$ cat src/rtl/ula_defs.sv
// ula_defs: shared definitions for the multicycle ALU and its bench.
// Holds the 4-bit operation codes, the controller state encoding and a
// helper that tells which operations use the iterative MUL/DIV unit.
package ula_defs;

    localparam logic [3:0] OP_AND = 4'd0;
    localparam logic [3:0] OP_OR  = 4'd1;
    localparam logic [3:0] OP_ADD = 4'd2;
    localparam logic [3:0] OP_XOR = 4'd3;
    localparam logic [3:0] OP_SLL = 4'd4;
    localparam logic [3:0] OP_SRL = 4'd5;
    localparam logic [3:0] OP_SUB = 4'd6;
    localparam logic [3:0] OP_SLT = 4'd7;
    localparam logic [3:0] OP_MUL = 4'd8;
    localparam logic [3:0] OP_DIV = 4'd9;
    localparam logic [3:0] OP_NOR = 4'd12;

    typedef enum logic [1:0] {
        S_IDLE = 2'd0,
        S_EXEC = 2'd1,
        S_DONE = 2'd2
    } state_t;

    function automatic logic is_iter_op(input logic [3:0] op);
        return (op == OP_MUL) || (op == OP_DIV);
    endfunction

endpackage

$ cat src/rtl/ula_muldiv_iter.sv
// ula_muldiv_iter: one-bit-per-cycle unsigned multiplier (shift-add) and
// restoring divider sharing a single 2*WIDTH working register.
// Ports:
//   clk, rst     clock, asynchronous active-high reset
//   start        load operands and begin (one-cycle pulse)
//   op_div       1 = divide, 0 = multiply (latched on start)
//   a, b         operands (latched on start)
//   last         high during the final iteration cycle
//   result       value the working register takes at the end of this cycle;
//                on the last cycle it is the final {high, low} result
module ula_muldiv_iter
    import ula_defs::*;
#(
    parameter int WIDTH = 8
) (
    input  logic                 clk,
    input  logic                 rst,
    input  logic                 start,
    input  logic                 op_div,
    input  logic [WIDTH-1:0]     a,
    input  logic [WIDTH-1:0]     b,
    output logic                 last,
    output logic [2*WIDTH-1:0]   result
);

    localparam int CW = $clog2(WIDTH);

    logic                active;
    logic                div_q;
    logic [CW-1:0]       cnt;
    logic [2*WIDTH-1:0]  work;
    logic [WIDTH-1:0]    divisor;

    logic [WIDTH:0]      mul_sum;
    logic [WIDTH:0]      div_shift;
    logic [WIDTH:0]      div_try;

    // work = {high, low}. MUL: high accumulates partial product, low holds
    // the remaining multiplier bits. DIV: high is the partial remainder, low
    // the dividend bits being shifted out / quotient bits shifted in.
    always_comb begin
        mul_sum   = {1'b0, work[2*WIDTH-1:WIDTH]} + (work[0] ? {1'b0, divisor} : '0);
        div_shift = work[2*WIDTH-1:WIDTH-1];
        div_try   = div_shift - {1'b0, divisor};
        if (div_q) begin
            // Comparison instead of borrow bit keeps B=0 well defined:
            // every step subtracts, so quotient = all ones, remainder = A.
            if (div_shift >= {1'b0, divisor})
                result = {div_try[WIDTH-1:0], work[WIDTH-2:0], 1'b1};
            else
                result = {div_shift[WIDTH-1:0], work[WIDTH-2:0], 1'b0};
        end else begin
            result = {mul_sum, work[WIDTH-1:1]};
        end
    end

    assign last = active && (cnt == CW'(WIDTH - 1));

    always_ff @(posedge clk or posedge rst) begin
        if (rst) begin
            active  <= 1'b0;
            div_q   <= 1'b0;
            cnt     <= '0;
            work    <= '0;
            divisor <= '0;
        end else if (start) begin
            active  <= 1'b1;
            div_q   <= op_div;
            cnt     <= '0;
            work    <= {{WIDTH{1'b0}}, a};
            divisor <= b;
        end else if (active) begin
            work <= result;
            if (last) begin
                active <= 1'b0;
                cnt    <= '0;
            end else begin
                cnt <= cnt + 1'b1;
            end
        end
    end

endmodule

$ cat src/rtl/ula_multiciclo.sv
// ula_multiciclo: multicycle ALU. Logic, shift, add/sub and SLT complete in
// one cycle; MUL and DIV run WIDTH iterations in ula_muldiv_iter.
// Ports:
//   clk, rst               clock, asynchronous active-high reset
//   start, ALUctl, A, B    request, opcode and operands (taken in IDLE only)
//   ALUOut                 registered result {high/remainder, low/quotient}
//   Zero, Carry, Overflow, Err   registered flags, valid with done
//   busy                   controller not in IDLE
//   done                   one-cycle completion pulse
//   state_dbg              current controller state
//
// Handshake: a request is accepted on a rising edge where start=1 and the
// controller is IDLE (busy=0). Start is ignored in every other state, so a
// held start launches the next operation on the first IDLE cycle after done.
// ALUOut and flags update on the edge that makes done high and hold until
// the next done.
module ula_multiciclo
    import ula_defs::*;
#(
    parameter int WIDTH = 8
) (
    input  logic                 clk,
    input  logic                 rst,
    input  logic                 start,
    input  logic [3:0]           ALUctl,
    input  logic [WIDTH-1:0]     A,
    input  logic [WIDTH-1:0]     B,
    output logic [2*WIDTH-1:0]   ALUOut,
    output logic                 Zero,
    output logic                 Carry,
    output logic                 Overflow,
    output logic                 Err,
    output logic                 busy,
    output logic                 done,
    output state_t               state_dbg
);

    localparam int SW = $clog2(WIDTH);

    state_t state, next_state;
    logic   accept;
    logic   iter_op;
    logic   iter_last;
    logic   div_zero_q;
    logic [2*WIDTH-1:0] iter_result;

    logic [WIDTH:0]      add_sum;
    logic [WIDTH:0]      sub_diff;
    logic [2*WIDTH-1:0]  single_res;
    logic                single_carry;
    logic                single_ovf;
    logic                single_err;

    assign iter_op  = is_iter_op(ALUctl);
    assign add_sum  = {1'b0, A} + {1'b0, B};
    assign sub_diff = {1'b0, A} - {1'b0, B};

    // Single-cycle datapath, evaluated from the live inputs on the accept edge.
    always_comb begin
        single_res   = '0;
        single_carry = 1'b0;
        single_ovf   = 1'b0;
        single_err   = 1'b0;
        case (ALUctl)
            OP_AND: single_res[WIDTH-1:0] = A & B;
            OP_OR:  single_res[WIDTH-1:0] = A | B;
            OP_XOR: single_res[WIDTH-1:0] = A ^ B;
            OP_NOR: single_res[WIDTH-1:0] = ~(A | B);
            OP_SLL: single_res[WIDTH-1:0] = A << B[SW-1:0];
            OP_SRL: single_res[WIDTH-1:0] = A >> B[SW-1:0];
            OP_SLT: single_res[0] = $signed(A) < $signed(B);
            OP_ADD: begin
                single_res[WIDTH:0] = add_sum;
                single_carry        = add_sum[WIDTH];
                single_ovf          = (A[WIDTH-1] == B[WIDTH-1]) &&
                                      (add_sum[WIDTH-1] != A[WIDTH-1]);
            end
            OP_SUB: begin
                // sub_diff[WIDTH] is the borrow: 1 when A < B unsigned.
                single_res[WIDTH:0] = sub_diff;
                single_carry        = sub_diff[WIDTH];
                single_ovf          = (A[WIDTH-1] != B[WIDTH-1]) &&
                                      (sub_diff[WIDTH-1] != A[WIDTH-1]);
            end
            OP_MUL, OP_DIV: begin
                // produced by the iterative unit
            end
            default: single_err = 1'b1;
        endcase
    end

    // Controller
    always_ff @(posedge clk or posedge rst) begin
        if (rst) state <= S_IDLE;
        else     state <= next_state;
    end

    always_comb begin
        next_state = state;
        accept     = 1'b0;
        case (state)
            S_IDLE: begin
                if (start) begin
                    accept     = 1'b1;
                    next_state = iter_op ? S_EXEC : S_DONE;
                end
            end
            S_EXEC: if (iter_last) next_state = S_DONE;
            S_DONE: next_state = S_IDLE;
            default: next_state = S_IDLE;
        endcase
    end

    assign busy      = (state != S_IDLE);
    assign done      = (state == S_DONE);
    assign state_dbg = state;

    ula_muldiv_iter #(.WIDTH(WIDTH)) u_iter (
        .clk    (clk),
        .rst    (rst),
        .start  (accept && iter_op),
        .op_div (ALUctl == OP_DIV),
        .a      (A),
        .b      (B),
        .last   (iter_last),
        .result (iter_result)
    );

    // Result and flag registers
    always_ff @(posedge clk or posedge rst) begin
        if (rst) begin
            ALUOut     <= '0;
            Zero       <= 1'b1;
            Carry      <= 1'b0;
            Overflow   <= 1'b0;
            Err        <= 1'b0;
            div_zero_q <= 1'b0;
        end else if (accept && !iter_op) begin
            ALUOut   <= single_res;
            Zero     <= (single_res == '0);
            Carry    <= single_carry;
            Overflow <= single_ovf;
            Err      <= single_err;
        end else if (accept) begin
            div_zero_q <= (ALUctl == OP_DIV) && (B == '0);
        end else if ((state == S_EXEC) && iter_last) begin
            ALUOut   <= iter_result;
            Zero     <= (iter_result == '0);
            Carry    <= 1'b0;
            Overflow <= 1'b0;
            Err      <= div_zero_q;
        end
    end

endmodule

$ cat config.mk
export PLATFORM = sky130hd
export DESIGN_NAME = ula_multiciclo
export DESIGN_NICKNAME = d
export VERILOG_FILES = /design/src/rtl/ula_defs.sv /design/src/rtl/ula_muldiv_iter.sv /design/src/rtl/ula_multiciclo.sv
export SDC_FILE = /design/constraint.sdc
export NUM_CORES = 1
export LEC_CHECK = 0
export ABC_AREA = 0
export BUFFER_PORTS_ARGS = -buffer_cell sky130_fd_sc_hd__buf_2
export CORE_MARGIN = 2
export CORE_UTILIZATION = 30
export DETAILED_ROUTE_END_ITERATION = 10
export PLACE_DENSITY = 0.48
export SYNTH_ARGS = -nofsm -noshare
export SYNTH_HDL_FRONTEND = slang
export SYNTH_SLANG_ARGS = --single-unit
$ cat constraint.sdc
create_clock -name clk -period 3.7 [get_ports clk]
set_input_delay 0.185 -clock clk [delete_from_list [all_inputs] [get_ports clk]]
set_output_delay 0.185 -clock clk [all_outputs]
set_load 0.03 [all_outputs]
# ---- Word-level counts from Yosys, hierarchy flattened
# Cells that the tools add are included.
dict set report word_totals {
  regBits 52
  latch_bits 0
  ramBits 0
  mem_bits_ro 0
  inputBits 23
  output_inout_bits 24
  mem_count 0
}
dict set report classes {
  add_sub_neg 5
  mul 0
  div 0
  magnitude_cmp 2
  eq_ne 20
  shift 2
  n_mux 35
  bitwise_logic 5
  reduce_logical 21
}
# operator n
set op_table {}
lappend op_table {{16-bit two-way mux} 7}
lappend op_table {{7-bit case mux with 8 select lines} 1}
lappend op_table {{16-bit logical NOT} 2}
lappend op_table {{8-bit by 8-bit adder with 9-bit output} 2}
lappend op_table {{4-bit by 3-bit equality test with 1-bit output (second input constant)} 4}
lappend op_table {{1-bit two-way mux} 16}
lappend op_table {{4-bit equality test (second input constant)} 3}
lappend op_table {{11-bit OR reduction} 1}
lappend op_table {{9-bit by 8-bit >= comparator with 1-bit output} 1}
lappend op_table {{3-bit two-way mux} 3}
lappend op_table {{1-bit case mux with 9 select lines} 1}
lappend op_table {{8-bit by 8-bit subtractor with 9-bit output} 1}
lappend op_table {{8-bit AND} 1}
lappend op_table {{4-bit by 2-bit equality test with 1-bit output (second input constant)} 2}
lappend op_table {{8-bit logical NOT} 1}
lappend op_table {{8-bit < comparator} 1}
lappend op_table {{8-bit two-way mux} 1}
lappend op_table {{8-bit inverter} 1}
lappend op_table {{8-bit OR} 1}
lappend op_table {{8-bit by 3-bit << shifter with 8-bit output} 1}
lappend op_table {{8-bit by 3-bit >> shifter with 8-bit output} 1}
lappend op_table {{8-bit subtractor} 1}
lappend op_table {{8-bit bitwise XOR} 1}
lappend op_table {{1-bit logical AND} 7}
lappend op_table {{other kinds (19)} 29}

# ---- Logic depth before layout (Yosys ltp)
# Gate-level depths: netlist (run 1).
dict set report logic_depth {
  ltp_word 7
  depth_mapped 12
}

# ---- By module
# From an unflattened synthesis (run 1), not the netlist that was laid out.
dict set report hier_totals {
  cells_unflattened 654
  area_unflattened_um2 5327.6
}
# mod n_inst cells_each area_each_um2 seq_area_each_um2
set by_module_without_submodules {}
lappend by_module_without_submodules {ula_multiciclo 1 385 3005.4 576.8}
lappend by_module_without_submodules {ula_muldiv_iter 1 269 2322.2 725.7}

# ---- Worst setup path after synthesis (run 1)
# OpenSTA, ideal clock, no wires.
dict set report synth_timing {
  path_kind {input -> register}
  from {input B[2]}
  to {register ALUOut[7]}
  setup_time_ns 0.126
  t_arrival_ns 2.472
  required_ns 3.574
  slack_ns 1.103
  path_stages 10
  path_cell_list {buf_2 clkinv_1 ha_1 and3_1 a221o_1 o41ai_1 nor2_1 o32ai_1 nand2_1 a221o_1}
}
dict set report synth_between {
  elab_chain_cells 3
}
# element line
set synth_lines {}
lappend synth_lines {{start: declaration} ula_multiciclo.sv:27} ;# input logic [WIDTH-1:0] B,
lappend synth_lines {{8-bit by 8-bit subtractor with 9-bit output (tied with other cells)} ula_multiciclo.sv:56} ;# assign sub_diff = {1'b0, A} - {1'b0, B};
lappend synth_lines {{7-bit case mux with 8 select lines (*)} ula_multiciclo.sv:64} ;# case (ALUctl)
lappend synth_lines {{16-bit two-way mux (*)} ula_multiciclo.sv:138} ;# end else if (accept && !iter_op) begin
lappend synth_lines {{end signal: assignment} ula_multiciclo.sv:139} ;# ALUOut <= single_res;
lappend synth_lines {{end signal: assignment} ula_multiciclo.sv:147} ;# ALUOut <= iter_result;
lappend synth_lines {{end: declaration} ula_multiciclo.sv:28} ;# output logic [2*WIDTH-1:0] ALUOut,
# Every way passes the cells marked *; elsewhere a longest branch is shown, timed or not.
# A chain may end at the register's enable or synchronous reset.

# ---- Worst setup path in the final report (run 1)
dict set report layout_timing {
  from {register u_iter.work[9]}
  to {register Zero}
}
dict set report layout_between {
  elab_chain_cells 7
}
# element line
set layout_lines {}
lappend layout_lines {{start: declaration} ula_muldiv_iter.sv:31} ;# logic [2*WIDTH-1:0] work;
lappend layout_lines {{start signal: assignment} ula_muldiv_iter.sv:70} ;# work <= {{WIDTH{1'b0}}, a};
lappend layout_lines {{start signal: assignment} ula_muldiv_iter.sv:73} ;# work <= result;
lappend layout_lines {{8-bit subtractor or 9-bit by 8-bit >= comparator with 1-bit output (tied branches)} {ula_muldiv_iter.sv:44, ula_muldiv_iter.sv:48}}
lappend layout_lines {{16-bit two-way mux} ula_muldiv_iter.sv:48} ;# if (div_shift >= {1'b0, divisor})
lappend layout_lines {{16-bit two-way mux (*)} ula_muldiv_iter.sv:45} ;# if (div_q) begin
lappend layout_lines {{16-bit logical NOT (*)} ula_multiciclo.sv:148} ;# Zero <= (iter_result == '0);
lappend layout_lines {{1-bit two-way mux (*)} ula_multiciclo.sv:146} ;# end else if ((state == S_EXEC) && iter_last) begin
lappend layout_lines {{1-bit two-way mux (*)} ula_multiciclo.sv:144} ;# end else if (accept) begin
lappend layout_lines {{1-bit two-way mux (*)} ula_multiciclo.sv:138}
lappend layout_lines {{end signal: assignment} ula_multiciclo.sv:140} ;# Zero <= (single_res == '0);
lappend layout_lines {{end signal: assignment} ula_multiciclo.sv:148}
lappend layout_lines {{end: declaration} ula_multiciclo.sv:29} ;# output logic Zero,
# Every way passes the cells marked *; elsewhere a longest branch is shown, timed or not. The select of a mux whose other input is x is not followed.

==> key figures, run 1 <==
Drt
  • Via count: approximately 4700
  • Drt drc: 0
  • Vias/cell: 5.57
  • Antenna Nets Post-Route: 0
  • Initial DRC Count: 359
  • Drt pass-1 iters: 4
  • WL/cell: approximately 20 um
  • Post-Route WL: approximately 17 mm

Logic synthesis
  • Post-synth EDFFs: 0
  • Synth Flop Type: dfrtp_1
  • Seq/Total Area, Yosys: about a quarter
  • #FFs+latches synth: 52
  • Synthesized Nets: 670
  • Ranking of synthesized cells by area: dfrtp_1 (25%), ha_1 (11%), o21ai_0 (4.5%)
  • Ys Warns: 0
  • Most frequent cells after synthesis: nand2_1 (55), dfrtp_1 (51), ha_1 (46), o21ai_0 (46), nor2_1 (42)
  • Distinct cells, synth: 78
  • Syn Inst Count: 597
  • Post-synth top area share: 24.9%
  • Post-synth ARST share: 100%
  • Post-Syn Area: between 5000 and 6000 um2
  • Count leader, synth: nand2_1
  • Leading area contributor after synthesis: dfrtp_1
  • Mean post-synth cell area: 8.60 um2

Die
  • Die Area: roughly 18000 um2
  • IO Count: between 40 and 50
  • Initial core utilization: a little under a third
  • Core area: around 17000 um2
  • Die Ht: 135 um
  • Width of the chip: about 130 um
  • Num rows: 47

Worst setup path
  • Worst setup SP type: flop
  • RR Startpoint: u_iter.work[9]$_DFFE_PP0P_
  • Reg2reg setup slack: between 0.7 and 0.8 ns
  • Reg2reg end: Zero$_DFFE_PP1P_
  • CP delay by family, top: compound AO/OA/AOI/OAI gates
  • Crit Path Category: flop to flop
  • Critical Path End Type: flop
  • CP arrival: ~3.1 ns
  • Slowest cell delay on critical path: 0.45 ns
  • CP max FO: 7
  • CP cell instances: ha_1 > a21o_1 > a31oi_4 > a31oi_2 > nor2_1 > o21ai_0 > a2111oi_2 > o2111ai_1 > nand3_1
  • Crit-path slowest cell: dfrtp_1
  • Critical Path RT: 3.92 ns
  • FF-to-FF path depth: 9
  • Worst path bufs/invs: 0

CTS
  • Post-CTS Hold Buffers: 1
  • Worst-path clk slew: approximately 0.07 ns
  • Root Buffer: clkbuf_16
  • Post-CTS sizing: 0
  • CTS tree: yes
  • Clock sinks: 52
  • CTS Buf Count: 5
  • Postcts setup bufs: 0
  • H-tree depth: 2
  • Clk_lat worst skew: a little under 0.3 ns
  • Clk buf depth: 2

Timing
  • Final Max Slew Viols: 0
  • Worst-Margin Slew: approximately 1.1 ns
  • Minimum clock period: between 2 and 3 ns
  • Max transition margin: between 20% and 30%
  • Final period util: roughly four fifths
  • RSZ-0062 raised after global routing: false
  • Sum Neg Setup Slack: 0 ns
  • Fmax: around 340 MHz
  • Skew final: ~0.0077 ns
  • Fin. Hold Viols: 0
  • Final number of setup-violating endpoints: 0
  • Hold_ws: 0.176 ns

Cells and area
  • Fin util: 34.6%
  • Layout area overhead: 12.1%
  • # fillers: between 1500 and 2000
  • Final net count: between 700 and 800
  • Antenna Cells: 0
  • Fraction of layout cells with a size suffix above 1: around 15%
  • Fin area: approximately 5800 um2

Placed design
  • DPL Wire Length: approximately 13 mm
  • Area after DPL: ~5600 um2
  • Final RePlAce weighted congestion: between 0.8 and 0.9
  • Port Buffer Count: between 40 and 50

Worst hold path
  • Hold path startpoint: B[6]
  • WHS Endpoint: u_iter.divisor[6]$_DFFE_PP0P_
  • Hold Crit Class: primary input to flop
  • Hold Crit Depth: 3

Global route
  • Gr busiest metal: met1
  • Largest net degree at the start of global routing: 37
  • Vias in the first global route: ~4600
  • GR Util met2: around 29%
  • Global routing usage on met3: between 3 and 4%
  • Initial antenna violation count: 0
  • Total congestion overflow: 0
  • Total GRT Usage: about 19%
  • Met1 usage in global routing: between 20 and 30%
  • Global-route wire length before repair: roughly 27 mm

Run
  • Maxcap violations: 0

Power and ir drop
  • Total leakage power: 2.57 nW
  • Total power after layout: just under 4 mW
  • IR drop worst, VDD: 0.000287 V
  • Power density cells: slightly below 700 nW/um2

Status
  • Status: completed
[per-layer routing]
layer	vias up	share of wire, %
met3	9	6.0
met1	2290	50
met4	0	0.76
met5	-	0
met2	155	43
li1	2273	-
[power by group]
| group | internal, mW | switching, mW |
|---|---|---|
| Combinational | 0.941 | 1.44 |
| Clock | 0.339 | 0.208 |
| Sequential | 0.762 | 0.195 |
[registers in the layout, indices dropped and copies added (netlist names)]
signal          flops
ALUOut             16
Carry               1
Err                 1
Overflow            1
Zero                1
div_zero_q          1
state_dbg           2
u_iter.active       1
u_iter.cnt          3
u_iter.div_q        1
u_iter.divisor      8
u_iter.work        16
[cells by family after synthesis]
kind of cell,share of synthesized area (%)
simple gates,20.6
compound gates,23.9
buf+inv,5.75
flops,25.4
fa+ha+maj,12.8
mux,9.24
xor+xnor,2.39
[worst max path at each step]
stage	depth (start not counted)	start	endpoint
after global placement	12	B[0]	Zero$_DFFE_PP1P_
after detailed placement	11	B[0]	Zero$_DFFE_PP1P_
after global routing	9	u_iter.work[9]$_DFFE_PP0P_	Zero$_DFFE_PP1P_
after floorplan	10	B[2]	ALUOut[7]$_DFFE_PP0P_
final	9	u_iter.work[9]$_DFFE_PP0P_	Zero$_DFFE_PP1P_
after CTS	11	u_iter.work[0]$_DFFE_PP0P_	Zero$_DFFE_PP1P_
[tightest hold or removal path: stages]
cell and delay (ns):
buf_2 0.13, nand2_1 0.06, o21ai_0 0.06
[placed cells by master, fill, tap and decap left out, types with 8 or more instances in the layout]
master     n
nand2_1   55
buf_4     11
and2_1    13
buf_2     46
inv_1     36
a211oi_1  14
mux2i_1   20
ha_1      46
o211ai_1  13
dfrtp_1   51
o21ai_0   46
nor3_1     9
a21oi_1   30
nor2_1    42
nand3_1   12
a221o_1    8
[area by class of cell]
cell class / instances / area [um2] / area share [%]
clock buffer: 6 / 139 / 2.41
clock inverter: 2 / 38.8 / 0.674
inverter: 38 / 143 / 2.48
multi-input combinational: 473 / 3530 / 61.4
sequential: 52 / 1300 / 22.6
tap: 220 / 275 / 4.78
timing repair buffer: 58 / 323 / 5.61
[through the flow]
step,std cells,setup slack [ns]
2_1_floorplan,597,1.10
3_3_place_gp,840,0.643
3_5_place_dp,840,0.637
4_1_cts,849,0.797
5_1_grt,849,0.566
6_report,849,0.787
Note: power is estimated with default switching activity, not from simulation.
==> run 2, diff against run 1 <==
--- a/config.mk
+++ b/config.mk
@@ -5,12 +5,12 @@
 export SDC_FILE = /design/constraint.sdc
 export NUM_CORES = 1
 export LEC_CHECK = 0
-export ABC_AREA = 0
+export ABC_AREA = 1
 export BUFFER_PORTS_ARGS = -buffer_cell sky130_fd_sc_hd__buf_2
 export CORE_MARGIN = 2
 export CORE_UTILIZATION = 30
 export DETAILED_ROUTE_END_ITERATION = 10
-export PLACE_DENSITY = 0.48
+export PLACE_DENSITY = 0.49
 export SYNTH_ARGS = -nofsm -noshare
 export SYNTH_HDL_FRONTEND = slang
 export SYNTH_SLANG_ARGS = --single-unit
==> constraint.sdc (replaced) <==
create_clock -name clk -period 2.4 [get_ports clk]
set_input_delay 0.12 -clock clk [delete_from_list [all_inputs] [get_ports clk]]
set_output_delay 0.12 -clock clk [all_outputs]
set_load 0.03 [all_outputs]
==> run 2 against run 1 <==
The flow now finishes with violations (negative hold slack). Combinational power grew 95%. Clock skew grew 0.0028 ns. Count of clock-buffer cells in the layout is the same. Critical path type unchanged.
==> key figures, run 2 <==
Cells and area
  • Commonest non-fill, non-tap cell in the layout: nand2_1 (unchanged)
  • Fraction of layout cells with a size suffix above 1: 21.7% (was 14.6%)
  • Fin util: 38.5% (was 34.6%)
  • Finished Layout Cells: 1161 (was 849)
  • Layout area overhead: 24.8% (was 12.1%)
  • Antenna Cells: 0 (unchanged)
  • Most frequent cells in the layout: nand2_1 (245), inv_1 (107), nand3_1 (86) (was nand2_1 (55), dfrtp_1 (51), o21ai_0 (46), ha_1 (46), buf_2 (46))
  • Final net count: 1008 (was 701)
  • Fin area: 6680 um2 (was 5760 um2)
  • Top flop regs: ALUOut (16), u_iter.work (16), u_iter.divisor (8) (unchanged)
  • # fillers: 1913 (was 1704)

Timing
  • Final number of setup-violating endpoints: 0 (unchanged)
  • Hold_ws: -0.0195 ns (was 0.176 ns)
  • Fin. Hold Viols: 15 (was 0)
  • Skew final: 0.0105 ns (was 0.00769 ns)
  • Final worst setup slack: 0.129 ns (was 0.787 ns)
  • Final Max Slew Viols: 0 (unchanged)
  • Worst-Margin Slew: 0.874 ns (was 1.09 ns)
  • Minimum clock period: 2.27 ns (was 2.91 ns)
  • Sum Neg Setup Slack: 0 ns (unchanged)
  • Final period util: 94.6% (was 78.7%)
  • Max transition margin: 41.5% (was 26.1%)
  • Fmax: 440 MHz (was 343 MHz)

CTS
  • Clock sinks: 52 (unchanged)
  • Clk_lat worst skew: 0.31 ns (was 0.29 ns)
  • H-tree depth: 2 (unchanged)
  • Worst-path clk slew: 0.07 ns (about the same)
  • Clk buf depth: 2 (unchanged)
  • CTS tree: yes (unchanged)
  • Root Buffer: clkbuf_16 (unchanged)
  • CTS Buf Count: 5 (unchanged)

Logic synthesis
  • Leading area contributor after synthesis: dfrtp_1 (unchanged)
  • Ys Warns: 0 (unchanged)
  • Post-synth top area share: 23.9% (was 24.9%)
  • Synthesized Nets: 905 (was 670)
  • #FFs+latches synth: 52 (unchanged)
  • Synth Flop Type: dfrtp_1 (unchanged)
  • Ranking of synthesized cells by area: dfrtp_1 (24%), nand2_1 (17%), ha_1 (11%) (was dfrtp_1 (25%), ha_1 (11%), o21ai_0 (4.5%))
  • Syn Inst Count: 832 (was 597)
  • Post-synth ARST share: 100% (unchanged)
  • Mean post-synth cell area: 6.43 um2 (was 8.60 um2)
  • Seq/Total Area, Yosys: 24.4% (was 25.4%)
  • Post-synth EDFFs: 0 (unchanged)
  • Post-Syn Area: 5350 um2 (was 5130 um2)
  • Count leader, synth: nand2_1 (unchanged)
  • Most frequent cells after synthesis: nand2_1 (248), inv_1 (114), nand3_1 (92) (was nand2_1 (55), dfrtp_1 (51), ha_1 (46), o21ai_0 (46), nor2_1 (42))
  • Distinct cells, synth: 43 (was 78)

Placed design
  • DPL Wire Length: 15.5 mm (was 13.3 mm)
  • Port Buffer Count: 46 (unchanged)
  • Pre-CTS setup slack: -0.112 ns (was 0.637 ns)
  • Area after DPL: 6160 um2 (was 5570 um2)
  • Final RePlAce weighted congestion: 0.921 (was 0.890)
  • Placed cell count: 1139 (was 840)

Worst setup path
  • Worst path bufs/invs: 1 (was 0)
  • CP cell instances: nand2_1 > inv_2 > ha_4 > fa_2 > nand3_2 > nand2_2 > nor3b_1 > o21ai_1 > nand3_1 > nor2_1 > nand3_1 > nor2_2 > nor2_1 > nor2_1 (was ha_1 > a21o_1 > a31oi_4 > a31oi_2 > nor2_1 > o21ai_0 > a2111oi_2 > o2111ai_1 > nand3_1)
  • CP max FO: 4 (was 7)
  • Worst setup SP type: flop (unchanged)
  • CP delay by family, top: simple AND/OR/NAND/NOR gates (was compound AO/OA/AOI/OAI gates)
  • Crit Path Category: flop to flop (unchanged)
  • Critical Path End Type: flop (unchanged)
  • Most used cell, CP: nor2_1
  • Crit. Startpoint: u_iter.work[0]$_DFFE_PP0P_ (was u_iter.work[9]$_DFFE_PP0P_)
  • CP arrival: 2.51 ns (was 3.14 ns)
  • FF-to-FF path depth: 14 (was 9)
  • RR Startpoint: u_iter.work[0]$_DFFE_PP0P_ (was u_iter.work[9]$_DFFE_PP0P_)
  • Crit-path slowest cell: dfrtp_1 (unchanged)
  • Total stage count of the critical path: 14 (was 9)
  • Slowest cell delay on critical path: 0.42 ns (was 0.45 ns)
  • Critical Path RT: 2.64 ns (was 3.92 ns)

Drt
  • Via count: 5674 (was 4727)
  • Vias/cell: 4.89 (was 5.57)
  • WL/cell: 16.5 um (was 19.9 um)
  • Post-Route WL: 19.1 mm (was 16.9 mm)
  • Drt drc: 0 (unchanged)
  • Drt pass-1 iters: 5 (was 4)
  • Antenna Nets Post-Route: 0 (unchanged)
  • Initial DRC Count: 433 (was 359)

Die
  • Die Area: 18900 um2 (was 18200 um2)
  • Core area: 17400 um2 (was 16600 um2)
  • Die Ht: 138 um (was 135 um)
  • Initial core utilization: 30.8% (about the same)
  • Width of the chip: 138 um (was 135 um)
  • Num rows: 48 (was 47)
  • IO Count: 47 (unchanged)

Global route
  • Global-route wire length before repair: 29.9 mm (was 27.3 mm)
  • Initial antenna violation count: 0 (unchanged)
  • Total congestion overflow: 0 (unchanged)
  • Vias in the first global route: 5623 (was 4609)
  • Total GRT Usage: 20.8% (was 19.2%)
  • Largest net degree at the start of global routing: 53 (was 37)

Power and ir drop
  • Power density cells: 1030 nW/um2 (was 675 nW/um2)
  • Total leakage power: 3.51 nW (was 2.57 nW)
  • Total power after layout: 6.85 mW (was 3.89 mW)
  • IR drop worst, VDD: 0.000748 V (was 0.000287 V)

Status
  • Status: finished, violations left (was completed)
  • Failing checks: negative hold slack

Worst hold path
  • Hold Crit Class: primary input to async pin (was primary input to flop)

Run
  • Maxcap violations: 0 (unchanged)
run 2: layout make-up:
| cell class | instances | area (um2) | share of cell area (%) |
|---|---|---|---|
| sequential | 52 | 1310 | 19.6 |
| inverter | 120 | 450 | 6.75 |
| clock inverter | 2 | 16.3 | 0.244 |
| timing repair buffer | 122 | 805 | 12.0 |
| clock buffer | 6 | 129 | 1.93 |
| tap | 225 | 282 | 4.22 |
| multi-input combinational | 634 | 3690 | 55.3 |
run 2: power by group:
part           switching, mW  internal [mW]  total (mW)
logic                   2.72           1.92        4.64
registers              0.289           1.19        1.48
clock network          0.345          0.390       0.735
total                   3.36           3.50        6.85
run 2: kinds of logic after synthesis:
kind of cell	Yosys count	synth area share, %
AOI/OAI and AO/OA	108	12.0
xor gates and xnor gates	6	0.983
adders and majority gates	50	12.3
buffers and inverters	146	11.5
DFF	52	24.4
muxes	1	0.187
and+or+nand+nor	469	38.7
run 2: per-layer routing:
metal	global-route usage, %	up-vias	wire, um
li1	-	2912	-
met1	25.8	2610	8490
met2	35.8	117	9370
met3	2.61	35	528
met4	9.85	0	750
met5	0	-	0
run 2: repair_timing:
action	4_1_cts	5_1_grt
setup buffers	2	12
setup endpoints to repair	1	7
gates resized for setup	5	49
pin swaps	2	24
endpoints found under the hold margin	0	0
hold buffers	0	0
run 2: tightest hold or removal path: cells and delay by family:
family   cells  cell delay, ns
buf+inv      3            0.65
run 2: path summary, 6_finish.rpt:
| check | endpoint | slack, ns |
|---|---|---|
| setup / recovery | Zero$_DFFE_PP1P_ | 0.13 |
| hold / removal | ALUOut[15]$_DFFE_PP0P_ | -0.02 |
| setup reg to reg | Zero$_DFFE_PP1P_ | 0.13 |
| hold reg to reg | ALUOut[12]$_DFFE_PP0P_ | 0.48 |
| max in group asynchronous | u_iter.work[8]$_DFFE_PP0P_ | 1.92 |
| min in group clk | u_iter.divisor[7]$_DFFE_PP0P_ | 0.20 |
==> run 3, diff against run 2 <==
--- a/config.mk
+++ b/config.mk
@@ -11,6 +11,7 @@
 export CORE_UTILIZATION = 30
 export DETAILED_ROUTE_END_ITERATION = 10
 export PLACE_DENSITY = 0.49
+export REMOVE_ABC_BUFFERS = 1
 export SYNTH_ARGS = -nofsm -noshare
 export SYNTH_HDL_FRONTEND = slang
 export SYNTH_SLANG_ARGS = --single-unit
==> run 3 against run 2 <==
The run now ends clean. Setup slack gained 0.032 ns. Total power shrank 9.6%. First-iteration DRC count shrank 3.0%. Count of clock-buffer cells in the layout grew 1. Global-route usage is essentially flat. Final area shrank 5.2%. Die area is the same. Cell count shrank 1.3%. Critical path depth shrank 2. Utilization shrank 2.0 points. Critical endpoint unchanged. Largest power group unchanged.
==> key figures, run 3 (synthesis results as in run 2) <==
Status
  • Status: completed (was finished, violations left)

Drt
  • Post-Route WL: 18.7 mm (was 19.1 mm)
  • Antenna Nets Post-Route: 0 (unchanged)
  • WL/cell: 16.3 um (was 16.5 um)
  • Initial DRC Count: 420 (was 433)
  • Drt drc: 0 (unchanged)
  • Via count: 5717 (was 5674)
  • Drt pass-1 iters: 5 (unchanged)
  • Vias/cell: 4.99 (was 4.89)

Cells and area
  • Commonest non-fill, non-tap cell in the layout: nand2_1 (unchanged)
  • Fin util: 36.5% (was 38.5%)
  • Most frequent cells in the layout: nand2_1 (248), inv_1 (113), nand3_1 (92) (was nand2_1 (245), inv_1 (107), nand3_1 (86))
  • Final net count: 992 (was 1008)
  • Fraction of layout cells with a size suffix above 1: 17.1% (was 21.7%)
  • Layout area overhead: 18.4% (was 24.8%)
  • Top flop regs: ALUOut (16), u_iter.work (16), u_iter.divisor (8) (unchanged)
  • Finished Layout Cells: 1146 (was 1161)

Placed design
  • Placed cell count: 1132 (was 1139)
  • Port Buffer Count: 46 (unchanged)
  • Final RePlAce weighted congestion: 0.960 (was 0.921)
  • DPL Wire Length: 15.4 mm (was 15.5 mm)

Worst hold path
  • WHS Endpoint: u_iter.divisor[6]$_DFFE_PP0P_
  • Hold Crit Class: primary input to flop (was primary input to async pin)
  • Hold path startpoint: B[6]
  • Hold Crit Depth: 3

Power and ir drop
  • Psw: 3.11 mW (was 3.36 mW)
  • Clk pwr share: 12.2% (was 10.7%)
  • Flop pwr share: 23.7% (was 21.6%)
  • P_int: 3.09 mW (was 3.50 mW)
  • Total power after layout: 6.20 mW (was 6.85 mW)
  • Sw frac: 50.1% (was 49.0%)
  • Total leakage power: 3.41 nW (was 3.51 nW)
  • Power density cells: 978 nW/um2 (was 1030 nW/um2)
  • IR drop worst, VDD: 0.000623 V (was 0.000748 V)
  • Combinational power share: 64.1% (was 67.7%)

CTS
  • Clk_lat worst skew: 0.30 ns (was 0.31 ns)
  • Clk buf depth: 2 (unchanged)
  • CTS Buf Count: 5 (unchanged)
  • Root Buffer: clkbuf_16 (unchanged)
  • H-tree depth: 2 (unchanged)
  • Worst-path clk slew: 0.07 ns (about the same)
  • Clock sinks: 52 (unchanged)
  • CTS tree: yes (unchanged)

Timing
  • Final Max Slew Viols: 0 (unchanged)
  • Fin. Hold Viols: 0 (was 15)
  • Worst-Margin Slew: 0.685 ns (was 0.874 ns)
  • Fmax: 447 MHz (was 440 MHz)
  • Final number of setup-violating endpoints: 0 (unchanged)
  • Max transition margin: 54.3% (was 41.5%)
  • Final period util: 93.3% (was 94.6%)
  • Minimum clock period: 2.24 ns (was 2.27 ns)
  • Skew final: 0.00524 ns (was 0.0105 ns)

Global route
  • Total congestion overflow: 0 (unchanged)
  • Initial antenna violation count: 1 (was 0)
  • Global-route wire length before repair: 30.0 mm (was 29.9 mm)
  • Vias in the first global route: 5615 (was 5623)
  • Largest net degree at the start of global routing: 32 (was 53)
  • Total GRT Usage: 20.8% (about the same)

Run
  • Maxcap violations: 0 (unchanged)

Die
  • Initial core utilization: 30.8% (unchanged)
  • Die Ht: 138 um (unchanged)
  • Core area: 17400 um2 (unchanged)
  • Die Area: 18900 um2 (unchanged)
  • Width of the chip: 138 um (unchanged)
  • Num rows: 48 (unchanged)
  • IO Count: 47 (unchanged)

Worst setup path
  • Critical Path End Type: flop (unchanged)
  • CP arrival: 2.48 ns (was 2.51 ns)
  • FF-to-FF path depth: 12 (was 14)
  • CP max FO: 4 (unchanged)
  • Reg2reg setup slack: 0.16 ns (was 0.13 ns)
  • Reg2reg end: Zero$_DFFE_PP1P_ (unchanged)
  • Worst setup SP type: flop (unchanged)
  • Crit Path Category: flop to flop (unchanged)
  • RR Startpoint: u_iter.work[10]$_DFFE_PP0P_ (was u_iter.work[0]$_DFFE_PP0P_)
  • Critical Path RT: 2.64 ns (about the same)
run 3: metrics by stage:
stage	setup TNS [ns]	instance area [um2]	setup WS (ns)	hold slack (ns)
detailed placement	0	6110	0.0171	0.147
floorplan	-0.120	5190	-0.0237	0.278
global route	-0.0234	6330	-0.0234	0.208
CTS	0	6270	0.00692	0.180
global placement	0	6110	0.0478	0.141
finish	0	6330	0.161	0.183
run 3: final cells by class:
class	count	area (um2)
Clock buffer	7	143
Inverter	120	450
Multi-Input combinational cell	634	3460
Fill cell	1960	11000
Antenna cell	1	2.50
Clock inverter	1	7.51
Sequential cell	52	1300
Timing Repair Buffer	106	687
Tap cell	225	282
run 3: power groups by stage:
stage	registers [mW]	clock network [mW]	logic, mW
6_report	1.47	0.753	3.97
5_1_grt	1.51	0.806	4.47
4_1_cts	1.47	0.776	3.90
3_5_place_dp	1.48	0	3.89
3_3_place_gp	1.49	0	3.92
2_1_floorplan	1.58	0	2.40
run 3: worst max path at each step:
stage,start,cells past startpoint,slack [ns],to
after floorplan,state_dbg[1]$_DFFE_PP0P_,8,-0.02,u_iter.work[12]$_DFFE_PP0P_
after global placement,A[0],16,0.05,Zero$_DFFE_PP1P_
after detailed placement,u_iter.work[0]$_DFFE_PP0P_,14,0.02,Zero$_DFFE_PP1P_
after CTS,u_iter.work[0]$_DFFE_PP0P_,14,0.007,Zero$_DFFE_PP1P_
after global routing,u_iter.work[0]$_DFFE_PP0P_,14,-0.02,Zero$_DFFE_PP1P_
final,u_iter.work[10]$_DFFE_PP0P_,12,0.16,Zero$_DFFE_PP1P_
run 3: worst max-delay path, stage by stage, from the launching register on:
cell and delay [ns]:
dfrtp_1 0.47, ha_1 0.37, buf_4 0.17, nand2_1 0.05, nand2_1 0.06, a31oi_1 0.20
xor2_1 0.28, nor2_1 0.10, nor2_2 0.15, nand3_1 0.10, nor2_2 0.10, nor2_1 0.05
nor2_1 0.08
run 3: what timing repair did:
item | in CTS | in global routing
buffers inserted | 0 | 4
endpoints found under the hold margin | 18 | 0
hold buffers | 1 | 0
endpoints found under the setup margin | 0 | 6
resized for setup | 0 | 15
run 3: per-layer routing:
metal  routed length (um)  part of all wire [%]  GRT usage (%)
met1                 8210                    44           25.9
met2                 8720                    47           34.9
met3                  762                   4.1           2.61
met4                 1020                   5.5           11.3
met5                    0                     0              0
